[src/rtl/echo_dac_fifo.sv]
// echo_dac_fifo: per-channel Q2.2 gain and 16-bit saturation on stereo echo
// frames, followed by an 8-deep first-word-fall-through FIFO that the DAC
// transmitter drains through a valid/ready handshake.
module echo_dac_fifo #(
  parameter int SINGLE_DAC_WIDTH = 19,
  parameter int DAC_DATA_WIDTH   = 38,
  parameter int OUT_WIDTH        = 16,
  parameter int GAIN_WIDTH       = 4,
  parameter int ADDR_WIDTH       = 3
) (
  input  logic                      clk,
  input  logic                      rst,
  input  logic                      ce,
  input  logic [DAC_DATA_WIDTH-1:0] Echo_Out,
  input  logic                      echo_Done,
  input  logic [GAIN_WIDTH-1:0]     gain_left,
  input  logic [GAIN_WIDTH-1:0]     gain_right,
  output logic [2*OUT_WIDTH-1:0]    dac_dout,
  output logic                      dac_valid,
  input  logic                      dac_ready,
  output logic [ADDR_WIDTH:0]       fifo_level,
  output logic                      overflow,
  output logic                      clip
);

  // Product is wide enough for a full-scale sample times the largest gain
  // (the gain is zero-extended by one bit so it multiplies as a positive number).
  localparam int PROD_WIDTH = SINGLE_DAC_WIDTH + GAIN_WIDTH + 1;
  localparam int FRAC_BITS  = 2;
  localparam int DEPTH      = 2 ** ADDR_WIDTH;
  localparam int WORD_WIDTH = 2 * OUT_WIDTH;

  localparam logic signed [PROD_WIDTH-1:0] SAT_MAX = PROD_WIDTH'((2 ** (OUT_WIDTH - 1)) - 1);
  localparam logic signed [PROD_WIDTH-1:0] SAT_MIN = PROD_WIDTH'(-(2 ** (OUT_WIDTH - 1)));
  localparam logic [ADDR_WIDTH:0]          FULL_LEVEL = (ADDR_WIDTH + 1)'(DEPTH);
  localparam logic [ADDR_WIDTH:0]          ONE_LEVEL  = (ADDR_WIDTH + 1)'(1);

  // Drop the Q2.2 fraction (arithmetic shift floors toward -inf) and clamp to
  // the signed output range; the top bit of the result flags a clamp.
  function automatic logic [OUT_WIDTH:0] saturate(input logic signed [PROD_WIDTH-1:0] prod);
    logic signed [PROD_WIDTH-1:0] shifted;
    shifted = prod >>> FRAC_BITS;
    if (shifted > SAT_MAX) begin
      return {1'b1, SAT_MAX[OUT_WIDTH-1:0]};
    end else if (shifted < SAT_MIN) begin
      return {1'b1, SAT_MIN[OUT_WIDTH-1:0]};
    end else begin
      return {1'b0, shifted[OUT_WIDTH-1:0]};
    end
  endfunction

  // ---------------------------------------------------------------------
  // Stage 1: sign-extend each channel and multiply by its gain
  // ---------------------------------------------------------------------
  logic [SINGLE_DAC_WIDTH-1:0]  in_left;
  logic [SINGLE_DAC_WIDTH-1:0]  in_right;
  logic signed [PROD_WIDTH-1:0] left_ext;
  logic signed [PROD_WIDTH-1:0] right_ext;
  logic signed [PROD_WIDTH-1:0] gain_left_ext;
  logic signed [PROD_WIDTH-1:0] gain_right_ext;
  logic signed [PROD_WIDTH-1:0] prod_left_next;
  logic signed [PROD_WIDTH-1:0] prod_right_next;

  logic                         s1_v;
  logic signed [PROD_WIDTH-1:0] prod_left;
  logic signed [PROD_WIDTH-1:0] prod_right;

  assign in_left  = Echo_Out[DAC_DATA_WIDTH-1:SINGLE_DAC_WIDTH];
  assign in_right = Echo_Out[SINGLE_DAC_WIDTH-1:0];

  assign left_ext       = {{(PROD_WIDTH - SINGLE_DAC_WIDTH){in_left[SINGLE_DAC_WIDTH-1]}}, in_left};
  assign right_ext      = {{(PROD_WIDTH - SINGLE_DAC_WIDTH){in_right[SINGLE_DAC_WIDTH-1]}}, in_right};
  assign gain_left_ext  = {{(PROD_WIDTH - GAIN_WIDTH){1'b0}}, gain_left};
  assign gain_right_ext = {{(PROD_WIDTH - GAIN_WIDTH){1'b0}}, gain_right};

  assign prod_left_next  = left_ext * gain_left_ext;
  assign prod_right_next = right_ext * gain_right_ext;

  // Capture products on the strobe; the stage freezes entirely while ce is low.
  always_ff @(posedge clk) begin
    if (rst) begin
      s1_v       <= 1'b0;
      prod_left  <= '0;
      prod_right <= '0;
    end else if (ce) begin
      s1_v <= echo_Done;
      if (echo_Done) begin
        prod_left  <= prod_left_next;
        prod_right <= prod_right_next;
      end
    end
  end

  // ---------------------------------------------------------------------
  // Stage 2: scale back, saturate and pack {left16, right16}
  // ---------------------------------------------------------------------
  logic [OUT_WIDTH:0]  sat_left;
  logic [OUT_WIDTH:0]  sat_right;

  logic                  s2_v;
  logic [WORD_WIDTH-1:0] s2_word;
  logic                  s2_clip;

  assign sat_left  = saturate(prod_left);
  assign sat_right = saturate(prod_right);

  // Register the packed word with its clamp flag; holds while ce is low.
  always_ff @(posedge clk) begin
    if (rst) begin
      s2_v    <= 1'b0;
      s2_word <= '0;
      s2_clip <= 1'b0;
    end else if (ce) begin
      s2_v    <= s1_v;
      s2_word <= {sat_left[OUT_WIDTH-1:0], sat_right[OUT_WIDTH-1:0]};
      s2_clip <= sat_left[OUT_WIDTH] | sat_right[OUT_WIDTH];
    end
  end

  // ---------------------------------------------------------------------
  // FIFO: circular buffer with an exact occupancy count
  // ---------------------------------------------------------------------
  logic [WORD_WIDTH-1:0] mem [DEPTH];
  logic [ADDR_WIDTH-1:0] wr_ptr;
  logic [ADDR_WIDTH-1:0] rd_ptr;
  logic [ADDR_WIDTH-1:0] rd_ptr_next;
  logic                  full;
  logic                  pop;
  logic                  wr_req;
  logic                  wr_en;
  logic [WORD_WIDTH-1:0] dout_next;

  assign dac_valid   = (fifo_level != '0);
  assign full        = (fifo_level == FULL_LEVEL);
  assign pop         = dac_valid && dac_ready;
  assign wr_req      = ce && s2_v;
  // A pop on the same edge frees a slot, so a full FIFO can still accept.
  assign wr_en       = wr_req && (!full || pop);
  assign rd_ptr_next = rd_ptr + ADDR_WIDTH'(1);

  // Storage array; contents need no reset since occupancy gates every read.
  always_ff @(posedge clk) begin
    if (wr_en) begin
      mem[wr_ptr] <= s2_word;
    end
  end

  // Choose the next head word: the entry behind the popped one, or the frame
  // being written when it lands in an otherwise empty FIFO; else hold.
  always_comb begin
    dout_next = dac_dout;
    if (pop) begin
      if (fifo_level > ONE_LEVEL) begin
        dout_next = mem[rd_ptr_next];
      end else if (wr_en) begin
        dout_next = s2_word;
      end
    end else if (!dac_valid && wr_en) begin
      dout_next = s2_word;
    end
  end

  // Pointer, occupancy, head register and status flag updates.
  always_ff @(posedge clk) begin
    if (rst) begin
      wr_ptr     <= '0;
      rd_ptr     <= '0;
      fifo_level <= '0;
      dac_dout   <= '0;
      overflow   <= 1'b0;
      clip       <= 1'b0;
    end else begin
      if (wr_en) begin
        wr_ptr <= wr_ptr + ADDR_WIDTH'(1);
      end
      if (pop) begin
        rd_ptr <= rd_ptr_next;
      end
      case ({wr_en, pop})
        2'b10:   fifo_level <= fifo_level + ONE_LEVEL;
        2'b01:   fifo_level <= fifo_level - ONE_LEVEL;
        default: fifo_level <= fifo_level;
      endcase
      if (wr_req && !wr_en) begin
        overflow <= 1'b1;
      end
      clip     <= wr_en && s2_clip;
      dac_dout <= dout_next;
    end
  end

endmodule

[config.mk]
export PLATFORM = sky130hd
export DESIGN_NAME = echo_dac_fifo
export DESIGN_NICKNAME = d
export VERILOG_FILES = /design/src/rtl/echo_dac_fifo.sv
export SDC_FILE = /design/constraint.sdc
export NUM_CORES = 1
export LEC_CHECK = 0
export ABC_CLOCK_PERIOD_IN_PS = 3800
export CAP_MARGIN = 20
export CORE_MARGIN = 3
export CORE_UTILIZATION = 30
export CTS_CLUSTER_SIZE = 20
export DETAILED_ROUTE_END_ITERATION = 16
export SLEW_MARGIN = 20
export SYNTH_ARGS = -nofsm -noshare
export SYNTH_HDL_FRONTEND = slang
export SYNTH_SLANG_ARGS = --single-unit
[constraint.sdc]
create_clock -name clk -period 3.8 [get_ports clk]
set_input_delay 0.38 -clock clk [delete_from_list [all_inputs] [get_ports clk]]
set_output_delay 0.38 -clock clk [all_outputs]
set_load 0.05 [all_outputs]
# After elaboration in Yosys (flattened, before gate mapping)
# Memories as Yosys holds them, arrays and structs flattened.
# Cells that the tools add are included.
# totals
memories,1
ram_bits,256
reg_bits,127
word_cells,55
# op_classes
order_cmp,5
add_sub_neg,4
bitwise,1
n_mul,2
n_reduce_logical,15
muxes,11
n_eq_ne,4
# memory_table
name,words,word_bits,rd,rd_ports_with_merged_regs,write_ports,line,source
mem,8,32,1,0,1,123,logic [WORD_WIDTH-1:0] mem [DEPTH];
# ops
cell,n
$mux W32,4
$mux W17,4
$mul A19 B5 Y24,2
$gt A22 B16 Y1 const B,2
$lt A22 B16 Y1 const B,2
$pmux W4 S2,1
$add A3 B1 Y3 const B,2
$logic_and A1 B1 Y1,6
$add A4 B1 Y4 const B,1
$eq A4 B4 Y1 const B,1
$gt A4 B1 Y1 const B,1
$reduce_and A2 Y1,2
$reduce_bool A2 Y1,2
$reduce_bool A4 Y1,1
$sub A4 B1 Y4 const B,1
$logic_not A1 Y1,3
$ne A3 B1 Y1 const B,1
$eq A2 B1 Y1 const B,1
$eq A2 B2 Y1 const B,1
$mux W1,2
$logic_or A1 B1 Y1,1
$or A1 B1 Y1,1

# Logic depth before layout (Yosys ltp)
# Gate-level depths: netlist of run 1.
# logic_depth
word_depth,7
ltp_mapped,17

# Worst setup path before layout of run 1
# OpenSTA, ideal clock, no wires.
# synth_timing
kind,reg2reg
start,reg fifo_level[0]
end,"mem mem[0][0] in the netlist's numbering, enable pin"
slack_ns,-0.597
stages_incl_launch_ff,6
synth_period_minus_slack_ns,4.397
required_ns,3.339
setup_ns,0.461
arrival_ns,3.936
path_cell_list,dfxtp_1 inv_1 ha_1 and4bb_2 or3_1 nor3_1
# synth_via
elab_chain_cells,6
word_cells_on_any_way,8
cone_classes,eq/ne: 1; mux: 2; reduce/logical: 5
# synth_lines
item,line,source
from (decl),21,"output logic [ADDR_WIDTH:0] fifo_level,"
from (signal assigned),180,2'b10: fifo_level <= fifo_level + ONE_LEVEL;
from (signal assigned),181,2'b01: fifo_level <= fifo_level - ONE_LEVEL;
from (signal assigned),182,default: fifo_level <= fifo_level;
$eq A4 B4 Y1 or $reduce_bool A4 Y1 (tied branches),"134, 133",
$logic_not A1 Y1 or $logic_and A1 B1 Y1 (tied branches),"138, 135",
$logic_or A1 B1 Y1 *,138,assign wr_en = wr_req && (!full || pop);
$logic_and A1 B1 Y1 *,138,
$mux W1 *,143,if (wr_en) begin
$mux W1 (not written as such) *,144,mem[wr_ptr] <= s2_word;
to (decl),123,
# Mark *: on every way between the ends. The rest lies on a longest branch, timed or not.

# Worst setup path in the final report of run 1
# layout_timing
start,in gain_left[3]
end,reg prod_left[22]
# layout_via
elab_chain_cells,1
# layout_lines
item,line,source
from (decl),16,"input logic [GAIN_WIDTH-1:0] gain_left,"
$mul A19 B5 Y24,76,assign prod_left_next = left_ext * gain_left_ext;
to (signal assigned),88,prod_left <= prod_left_next;
to (decl),65,logic signed [PROD_WIDTH-1:0] prod_left;
# No other way between the ends.
# A chain may end at the register's enable or synchronous reset.

==> flow_summary.yaml, run 1 <==
status:
  status: "finished, final reports clean"
worst_hold_path:
  min_path_type: "in2reg"
  holdPathStages: 2
worst_setup_path:
  cp_slowest_cell: "fa_1"
  crit_path_max_incr_delay_ns: 0.54
  cp_num_cells: 16
  endpoint_kind: "flop"
  start_kind: "input port"
  required_ns: 4.18
  cp-startpoint: "gain_left[3]"
  crit_family: "adder cells"
  path_cells: "clkdlybuf4s50_1 -> buf_6 -> and2_1 -> ha_1 -> fa_1 -> inv_1 -> fa_1 -> inv_1 -> ha_1 -> a21oi_2 -> o21ai_1 -> a31o_1 -> a221o_1 -> a31oi_1 -> xor2_1 -> o21ai_1"
  cp-endpoint: "prod_left[22]"
  worstRegToRegCells: 7
  worstSetupPathType: "in2reg"
  r2r_end: "mem[3][4]"
  crit_path_max_fanout: 16
  rrSetupSlack_ns: 0.93
  arrival_ns: 4.04
  r2r-start: "fifo_level[0]"
  path_buf_inv: 4
cts:
  numCtsBuffers: 40
  htree_levels: 2
  cts_hold_buf: 0
  cts_buffer_depth: 3
  clk_latency_ns: 0.54
  tritoncts: "yes"
  clock-sinks: 379
  clkTransAtPathRegs_ns: 0.06
  clock-root-buffer: "clkbuf_16"
logic_synthesis:
  syn_nets: 1890
  synthFlopType: "edfxtp_1"
  synth_edf_count: 256
  synth_area_leader_cell: "edfxtp_1"
  synth_cells: 1666
  async_flop_share: 0
  synth_cell_types: 66
  synth-seq-cells: 379
  synth_area_um2: 20100
  yosysSeqAreaShare: 0.506
  syn_area_per_cell_um2: 12.0
  synth_warnings: 0
  synth_top_area_share: 0.383
  ys_top_cells_by_area: "edfxtp_1, dfxtp_1, fa_1"
die:
  die_h_um: 265
  row_count: 94
  ios: 90
  start_util: 0.304
  dieArea_um2: 70000
  die_x_um: 265
  core_um2: 66000
sta:
  finalSetupViolCount: 0
  final_max_slew_viol_count: 0
  finalHoldViolCount: 0
  whs_ns: 0.283
  setup-tns-final_ns: 0
  fin_skew_ns: 0.0183
  slew_headroom: 0.325
  finalCriticalPeriod_ns: 3.65
  clock.fmax_mhz: 274
  min_period_over_period: 0.961
  worstMarginPinSlew_ns: 1.01
cells_and_area:
  fin_cells: 2802
  fin_util: 0.377
  seqCellArea_um2: 10200
  fillers: 6329
  nets: 2130
  multiInputGateArea_um2: 9350
  layout-drive-gt1-share: 0.196
  insertedDiodeCount: 0
  area_growth_pct: 24.1
global_routing:
  grt_antenna_before_repair: 2
  overflow: 0
  grt_first_pass_wirelength_mm: 72.9
  grt_pass1_vias: 13600
  grt_start_max_net_pins: 70
  grt_usage: 0.128
placement:
  place.gp.congestion: 0.787
  portBuffers: 89
  dp.cells: 2721
  dp_hpwl_mm: 31.8
job:
  maxCapViolations: 0
drt:
  ant_nets: 0
  vias_per_cell: 4.69
  wirelength_mm: 44.9
  drcViolationCount: 0
  vias: 13100
  wl_per_cell_um: 16.0
  drtIter0Drc: 747
  dr.pass1.iters: 5
power_and_ir_drop:
  ir_drop_v: 0.000294
  p_leak_nw: 9.52
  powerDensity_nw_per_um2: 561
==> worst min-delay path by stage <==
| stage | from | end | slack, ns |
|---|---|---|---|
| 2_1_floorplan | prod_left[14] | prod_left[14] | 0.42 |
| 3_3_place_gp | prod_left[14] | prod_left[14] | 0.44 |
| 3_5_place_dp | prod_left[8] | prod_left[8] | 0.44 |
| 4_1_cts | rst | s2_word[15] | 0.25 |
| 5_1_grt | rst | prod_right[4] | 0.29 |
| 6_report | rst | prod_right[4] | 0.28 |
==> layout make-up <==
| cell class | count | share of cell area |
|---|---|---|
| inverter | 152 | 0.0229 |
| multi-input combinational | 1054 | 0.375 |
| tap | 864 | 0.0434 |
| clock inverter | 21 | 0.0103 |
| sequential | 379 | 0.408 |
| timing repair buffer | 279 | 0.0971 |
| clock buffer | 53 | 0.0430 |
==> layer usage <==
layer,part of all wire,up-vias,track usage,wire length (µm)
met5,0.00029,-,0,13
met1,0.45,6494,0.168,20300
li1,-,6383,-,-
met3,0.041,56,0.0205,1850
met2,0.49,212,0.220,22000
met4,0.017,2,0.0321,746
==> state kept, by name, summed over array words and instances (netlist names), 3 cells and up <==
| register | cells |
|---|---|
| prod_right | 22 |
| s2_word | 32 |
| rd_ptr | 3 |
| prod_left | 22 |
| dac_dout | 32 |
| wr_ptr | 3 |
| fifo_level | 4 |
| mem | 256 |
==> stage by stage <==
stage,instance area [µm²],worst slack [ns],power (mW)
global route,24900,-0.0125,14.8
detailed placement,23200,-0.624,10.0
CTS,24600,0.00582,14.0
global placement,23200,-0.561,9.93
floorplan,20100,0.0264,8.38
finish,24900,0.147,14.0
==> worst register-to-register path, cell delays in order, from the launching register on <==
cell and delay, ns:
dfxtp_1 0.44, inv_1 0.11, ha_1 0.29, and4bb_2 0.31
nor2_1 0.37, nand2_1 0.28, nor2_2 0.46, buf_12 0.28
==> where the power goes <==
group	switching, mW	leakage, nW	internal (mW)
clock	1.54	0.646	2.40
combinational	2.65	5.47	2.25
sequential	0.366	3.40	4.77
total	4.56	9.52	9.41
==> placed cells by master (no fill, tap or decap), types with 11 or more instances in the layout <==
master and n:
a21oi_1 113, mux2i_1 38, and2_1 120, clkdlybuf4s50_1 82, a21o_1 11, nand2_1 118, mux4_2 64, inv_1 150
fa_1 78, buf_4 177, o21ai_1 24, a211oi_1 40, xor2_1 18, nand2b_1 34, dfxtp_1 122, nand3_1 12
o211ai_1 20, clkbuf_16 41, o21ai_0 25, edfxtp_1 256, clkbuf_1 12, xnor2_1 25, ha_1 85, nor2_1 102
==> cells in the mapped netlist, types with 2 or more instances <==
| library cell | number |
|---|---|
| a211oi_1 | 45 |
| a211oi_2 | 2 |
| a21o_1 | 11 |
| a21oi_1 | 121 |
| a22o_1 | 2 |
| a311oi_1 | 2 |
| a31oi_1 | 4 |
| and2_1 | 120 |
| and3_1 | 7 |
| buf_2 | 10 |
| buf_4 | 5 |
| clkbuf_1 | 65 |
| dfxtp_1 | 123 |
| edfxtp_1 | 256 |
| fa_1 | 78 |
| ha_1 | 95 |
| inv_1 | 150 |
| inv_2 | 2 |
| mux2i_1 | 38 |
| mux4_2 | 64 |
| nand2_1 | 118 |
| nand2b_1 | 34 |
| nand3_1 | 12 |
| nand4_1 | 8 |
| nor2_1 | 109 |
| nor2b_1 | 6 |
| nor3_1 | 14 |
| nor4_1 | 4 |
| o211ai_1 | 20 |
| o21a_1 | 3 |
| o21ai_0 | 26 |
| o21ai_1 | 28 |
| o21bai_1 | 5 |
| o31ai_1 | 3 |
| or4_1 | 2 |
| xnor2_1 | 25 |
| xor2_1 | 20 |
==> cell families after synthesis <==
| group | count (synthesis) | share of synthesized area |
|---|---|---|
| compound gates | 292 | 0.0925 |
| flops | 379 | 0.506 |
| mux | 102 | 0.0908 |
| xor+xnor | 45 | 0.0196 |
| simple gates | 442 | 0.109 |
| fa+ha+maj | 173 | 0.137 |
| buf+inv | 233 | 0.0452 |
==> timing repair <==
item	in CTS	in global routing
setup buffers	1	3
resized for setup	8	47
pin swaps	4	27
cloned	0	3
endpoints found under the setup margin	4	26
Note: power is estimated with default switching activity, not from simulation.
==> run 2: changes to the inputs <==
--- a/config.mk
+++ b/config.mk
@@ -8,9 +8,10 @@
 export ABC_CLOCK_PERIOD_IN_PS = 3800
 export CAP_MARGIN = 20
 export CORE_MARGIN = 3
-export CORE_UTILIZATION = 30
+export CORE_UTILIZATION = 55
 export CTS_CLUSTER_SIZE = 20
 export DETAILED_ROUTE_END_ITERATION = 16
+export PLACE_DENSITY = 0.76
 export SLEW_MARGIN = 20
 export SYNTH_ARGS = -nofsm -noshare
 export SYNTH_HDL_FRONTEND = slang
==> run 2 against run 1 <==
Die area is 45% lower. Final cell count is 15% lower. Utilization grew 30 points. Register-to-register slack better by 0.11 ns. Sequential share of layout area is 1.2 points higher. Worst hold slack better by 0.064 ns. Critical path type unchanged. Largest cell class unchanged. Highest routed layer unchanged.
==> flow_summary.yaml, run 2 (synthesis results as in run 1) <==
status:
  status: "finished, final reports clean"
cts:
  cts_buffer_depth: 3
  clkTransAtPathRegs_ns: 0.06
  htree_levels: 2
  tritoncts: "yes"
  cts_hold_buf: 0
  clock-sinks: 379
  clock-root-buffer: "clkbuf_16"
  clk_latency_ns: 0.51
  numCtsBuffers: 35
global_routing:
  grt_usage: 0.216
  grt_first_pass_wirelength_mm: 68.0
  grt_antenna_before_repair: 1
  grt_start_max_net_pins: 65
  overflow: 0
  grt_pass1_vias: 13600
sta:
  finalHoldViolCount: 0
  whs_ns: 0.347
  worstMarginPinSlew_ns: 0.979
  min_period_over_period: 0.974
  final_max_slew_viol_count: 0
  slew_headroom: 0.348
  clock.fmax_mhz: 270
  finalSetupViolCount: 0
  fin_skew_ns: 0.0107
  finalCriticalPeriod_ns: 3.70
worst_setup_path:
  required_ns: 4.25
  cp-startpoint: "Echo_Out[10]"
  r2r_end: "dac_dout[20]"
  worstSetupPathType: "in2reg"
  endpoint_kind: "flop"
  start_kind: "input port"
  crit_path_max_fanout: 4
  worstRegToRegCells: 7
  r2r-start: "rd_ptr[0]"
  rrSetupSlack_ns: 1.04
  arrival_ns: 4.15
  cp-endpoint: "prod_right[21]"
cells_and_area:
  area_growth_pct: 20.5
  largest_reg_flops: 256
  insertedDiodeCount: 0
  layout_commonest_cell: "edfxtp_1"
  layout_common_cells: "edfxtp_1, buf_4, inv_1, dfxtp_1, and2_1"
  layout-drive-gt1-share: 0.190
  nets: 2118
  top_regs: "mem: 256 flops, dac_dout: 32 flops, s2_word: 32 flops"
  regMostFlops: "mem"
power_and_ir_drop:
  powerDensity_nw_per_um2: 560
  p_total_mw: 13.5
  comb_power_share: 0.363
  switchingPower_mw: 4.42
  ir_drop_v: 0.000322
  p_sw_frac: 0.327
  power_frac_clock: 0.259
  p_leak_nw: 9.37
  p_seq_frac: 0.378
  p_int_mw: 9.12
job:
  maxCapViolations: 0
worst_hold_path:
  hp-start: "rst"
  min_path_type: "in2reg"
drt:
  wirelength_mm: 42.2
  drcViolationCount: 0
  drtIter0Drc: 914
  ant_nets: 0
  vias: 13200
  wl_per_cell_um: 17.7
  vias_per_cell: 5.56
  dr.pass1.iters: 5
placement:
  portBuffers: 89
  dp_hpwl_mm: 27.8
  place.gp.congestion: 0.839
die:
  row_count: 69
  die_h_um: 197
  die_x_um: 197
  ios: 90
  start_util: 0.561
  dieArea_um2: 38800
  core_um2: 35700
[run 2: cell count changes in the layout (fill, tap and decap cells not counted), sizes merged]
| cell | previous run | this run |
|---|---|---|
| clkinv | 12 | 9 |
| buf | 191 | 183 |
| bufinv | 6 | 3 |
| clkdlybuf4s50 | 82 | 83 |
| inv | 154 | 152 |
| clkbuf | 53 | 51 |
| dlymetal6s2s | 6 | 5 |
[run 2: worst min path at each step]
stage	depth (start not counted)	to	slack (ns)
floorplan	2	prod_left[14]	0.42
detailed placement	2	prod_left[5]	0.44
finish	2	s2_word[15]	0.35
global route	2	s2_word[15]	0.37
global placement	2	prod_left[14]	0.44
CTS	2	s2_word[15]	0.34
[run 2: stage by stage]
stage	area, µm²	instances	setup WS, ns	utilization	setup TNS (ns)
2_1_floorplan	20100	1666	0.0264	-	0
3_3_place_gp	22600	2309	-0.509	0.633	-10.80
3_5_place_dp	22600	2309	-0.609	0.633	-12.60
4_1_cts	23800	2373	0.00364	0.667	0
5_1_grt	24200	2381	-0.0647	0.677	-0.101
6_report	24200	2381	0.0970	0.677	0
[run 2: power by group through the flow]
stage	combinational (mW)	sequential (mW)	clock (mW)
after floorplan	3.05	5.32	0
after global placement	4.58	5.17	0
after detailed placement	4.69	5.20	0
after CTS	4.76	5.12	3.56
after global routing	5.39	5.17	3.71
final	4.92	5.12	3.51
[run 2: cell type report]
class	instances	area, µm²
inverters	152	571
flip-flops and latches	379	10200
clock inverters	13	135
fillers	2606	11600
multi-input cells	1054	9390
well taps	461	577
repair buffers	272	2330
clock buffers	50	1020
[run 2: per-layer routing]
layer | wire length [µm] | global-route usage | vias to the layer above | share of wire
met3 | 2360 | 0.0347 | 49 | 0.056
li1 | - | - | 6354 | -
met2 | 21500 | 0.376 | 342 | 0.51
met4 | 601 | 0.0517 | 2 | 0.014
met1 | 17700 | 0.286 | 6480 | 0.42
met5 | 8 | 0 | - | 0.00019
[run 2: what timing repair did]
action | 4_1_cts | 5_1_grt
cloned | 0 | 4
setup endpoints to repair | 4 | 24
resized for setup | 5 | 52
setup buffers | 1 | 4
pin swaps | 5 | 28
[run 2: worst max-delay path: stages]
cell and delay [ns]:
clkdlybuf4s50_1 0.43, and2_1 0.18, ha_1 0.32, fa_1 0.54, inv_1 0.05, fa_1 0.52, inv_1 0.06, ha_4 0.27
a21oi_2 0.07, o21ai_2 0.23, nor4_4 0.07, o41ai_4 0.41, a31oi_4 0.08, or4_1 0.47, nand3_1 0.07
==> run 3: changes to the inputs <==
--- a/config.mk
+++ b/config.mk
@@ -12,6 +12,7 @@
 export CTS_CLUSTER_SIZE = 20
 export DETAILED_ROUTE_END_ITERATION = 16
 export PLACE_DENSITY = 0.76
+export SKIP_CTS_REPAIR_TIMING = 1
 export SLEW_MARGIN = 20
 export SYNTH_ARGS = -nofsm -noshare
 export SYNTH_HDL_FRONTEND = slang
==> run 3 against run 2 <==
Largest power group unchanged. Total power fell by 0.23%. Final cell count down 0.13%. Clock-buffer cell count stayed put. Design area shrank 0.20%. Non-clock buffer count is 3 lower.
==> flow_summary.yaml, run 3 (synthesis results as in run 1) <==
die:
  dieArea_um2: 38800
  row_count: 69
  die_x_um: 197
  die_h_um: 197
  ios: 90
  core_um2: 35700
  start_util: 0.561
cells_and_area:
  fin_area_um2: 24100
  fin_cells: 2378
  fillers: 2622
  layout-drive-gt1-share: 0.186
  layout_commonest_cell: "edfxtp_1"
  insertedDiodeCount: 0
  largest_reg_flops: 256
  area_growth_pct: 20.3
  top_regs: "mem: 256 flops, dac_dout: 32 flops, s2_word: 32 flops"
  layout_common_cells: "edfxtp_1, buf_4, inv_1, dfxtp_1, and2_1"
  regMostFlops: "mem"
  nets: 2115
worst_setup_path:
  endpoint_kind: "flop"
  crit_path_max_fanout: 4
  rrSetupSlack_ns: 1.07
  start_kind: "input port"
  r2r_end: "dac_dout[20]"
  worstRegToRegCells: 7
  arrival_ns: 4.09
  r2r-start: "rd_ptr[0]"
  worstSetupPathType: "in2reg"
  required_ns: 4.20
cts:
  numCtsBuffers: 35
  htree_levels: 2
  clock-sinks: 379
  cts_buffer_depth: 3
  clk_latency_ns: 0.51
  clock-root-buffer: "clkbuf_16"
  clkTransAtPathRegs_ns: 0.06
  tritoncts: "yes"
placement:
  portBuffers: 89
  dp.cells: 2309
  dpl-instance-area_um2: 22600
  dp_hpwl_mm: 27.8
  place.gp.congestion: 0.839
sta:
  clock.fmax_mhz: 271
  finalHoldViolCount: 0
  fin_skew_ns: 0.0112
  setup-tns-final_ns: 0
  finalCriticalPeriod_ns: 3.69
  min_period_over_period: 0.972
  worstMarginPinSlew_ns: 0.987
  whs_ns: 0.346
  slew_headroom: 0.342
  finalSetupViolCount: 0
  final_max_slew_viol_count: 0
job:
  maxCapViolations: 0
worst_hold_path:
  hp-start: "rst"
  min_to: "s2_word[15]"
  min_path_type: "in2reg"
  holdPathStages: 2
power_and_ir_drop:
  p_total_mw: 13.5
  powerDensity_nw_per_um2: 560
  ir_drop_v: 0.000321
  p_leak_nw: 9.38
global_routing:
  grt_pass1_vias: 13600
  grt_usage: 0.215
  overflow: 0
  grt_first_pass_wirelength_mm: 67.8
  grt_antenna_before_repair: 1
  grt_start_max_net_pins: 65
drt:
  wl_per_cell_um: 17.7
  drcViolationCount: 0
  vias: 13200
  vias_per_cell: 5.56
  dr.pass1.iters: 7
  wirelength_mm: 42.1
  drtIter0Drc: 877
  ant_nets: 0
status:
  status: "finished, final reports clean"
[run 3: cell types whose count changed in the layout (fill, tap and decap cells not counted), sizes merged]
cell	previous run	this run
clkbuf	51	50
dlymetal6s2s	5	7
clkdlybuf4s50	83	81
buf	183	181
[run 3: how the worst max path moves through the flow]
stage | from | end | slack [ns]
after global placement | gain_right[2] | prod_right[23] | -0.51
final | Echo_Out[1] | prod_right[23] | 0.11
after CTS | gain_right[2] | prod_right[23] | -0.1
after global routing | Echo_Out[1] | prod_right[22] | -0.02
after detailed placement | gain_right[2] | prod_right[23] | -0.61
after floorplan | gain_left[2] | prod_left[22] | 0.03
[run 3: power by group]
| group | internal (mW) | switching [mW] |
|---|---|---|
| logic | 2.25 | 2.63 |
| registers | 4.76 | 0.358 |
| clock network | 2.08 | 1.43 |
[run 3: cell type report]
type                            instances  area [µm²]  area share
Sequential cell                       379       10200       0.421
Multi-Input combinational cell       1054        9360       0.388
Timing Repair Buffer                  269        2310      0.0958
Clock buffer                           50        1020      0.0425
Tap cell                              461         577      0.0239
Inverter                              152         571      0.0236
Clock inverter                         13         135     0.00560
[run 3: per-layer routing]
layer  track usage  up-vias  part of all wire
met5             0        -           0.00019
met4        0.0512        2             0.015
met3        0.0344       57             0.049
met2         0.374      306              0.51
met1         0.286     6524              0.43
li1              -     6338                 -
[run 3: metrics by stage]
stage,worst slack (ns),util
after global placement,-0.509,0.633
after CTS,-0.0998,0.665
after floorplan,0.0264,-
after detailed placement,-0.609,0.633
after global routing,-0.0192,0.675
final,0.108,0.675
[run 3: critical path, stage by stage]
cell and delay (ns):
clkdlybuf4s50_1 0.45, and2_1 0.18, ha_1 0.27, inv_1 0.05
fa_1 0.51, fa_1 0.54, inv_1 0.04, ha_1 0.34
o21ai_2 0.18, o21ai_1 0.11, a211oi_2 0.23, o21ai_2 0.15
a31oi_4 0.26, nor4_1 0.09, a311o_1 0.30
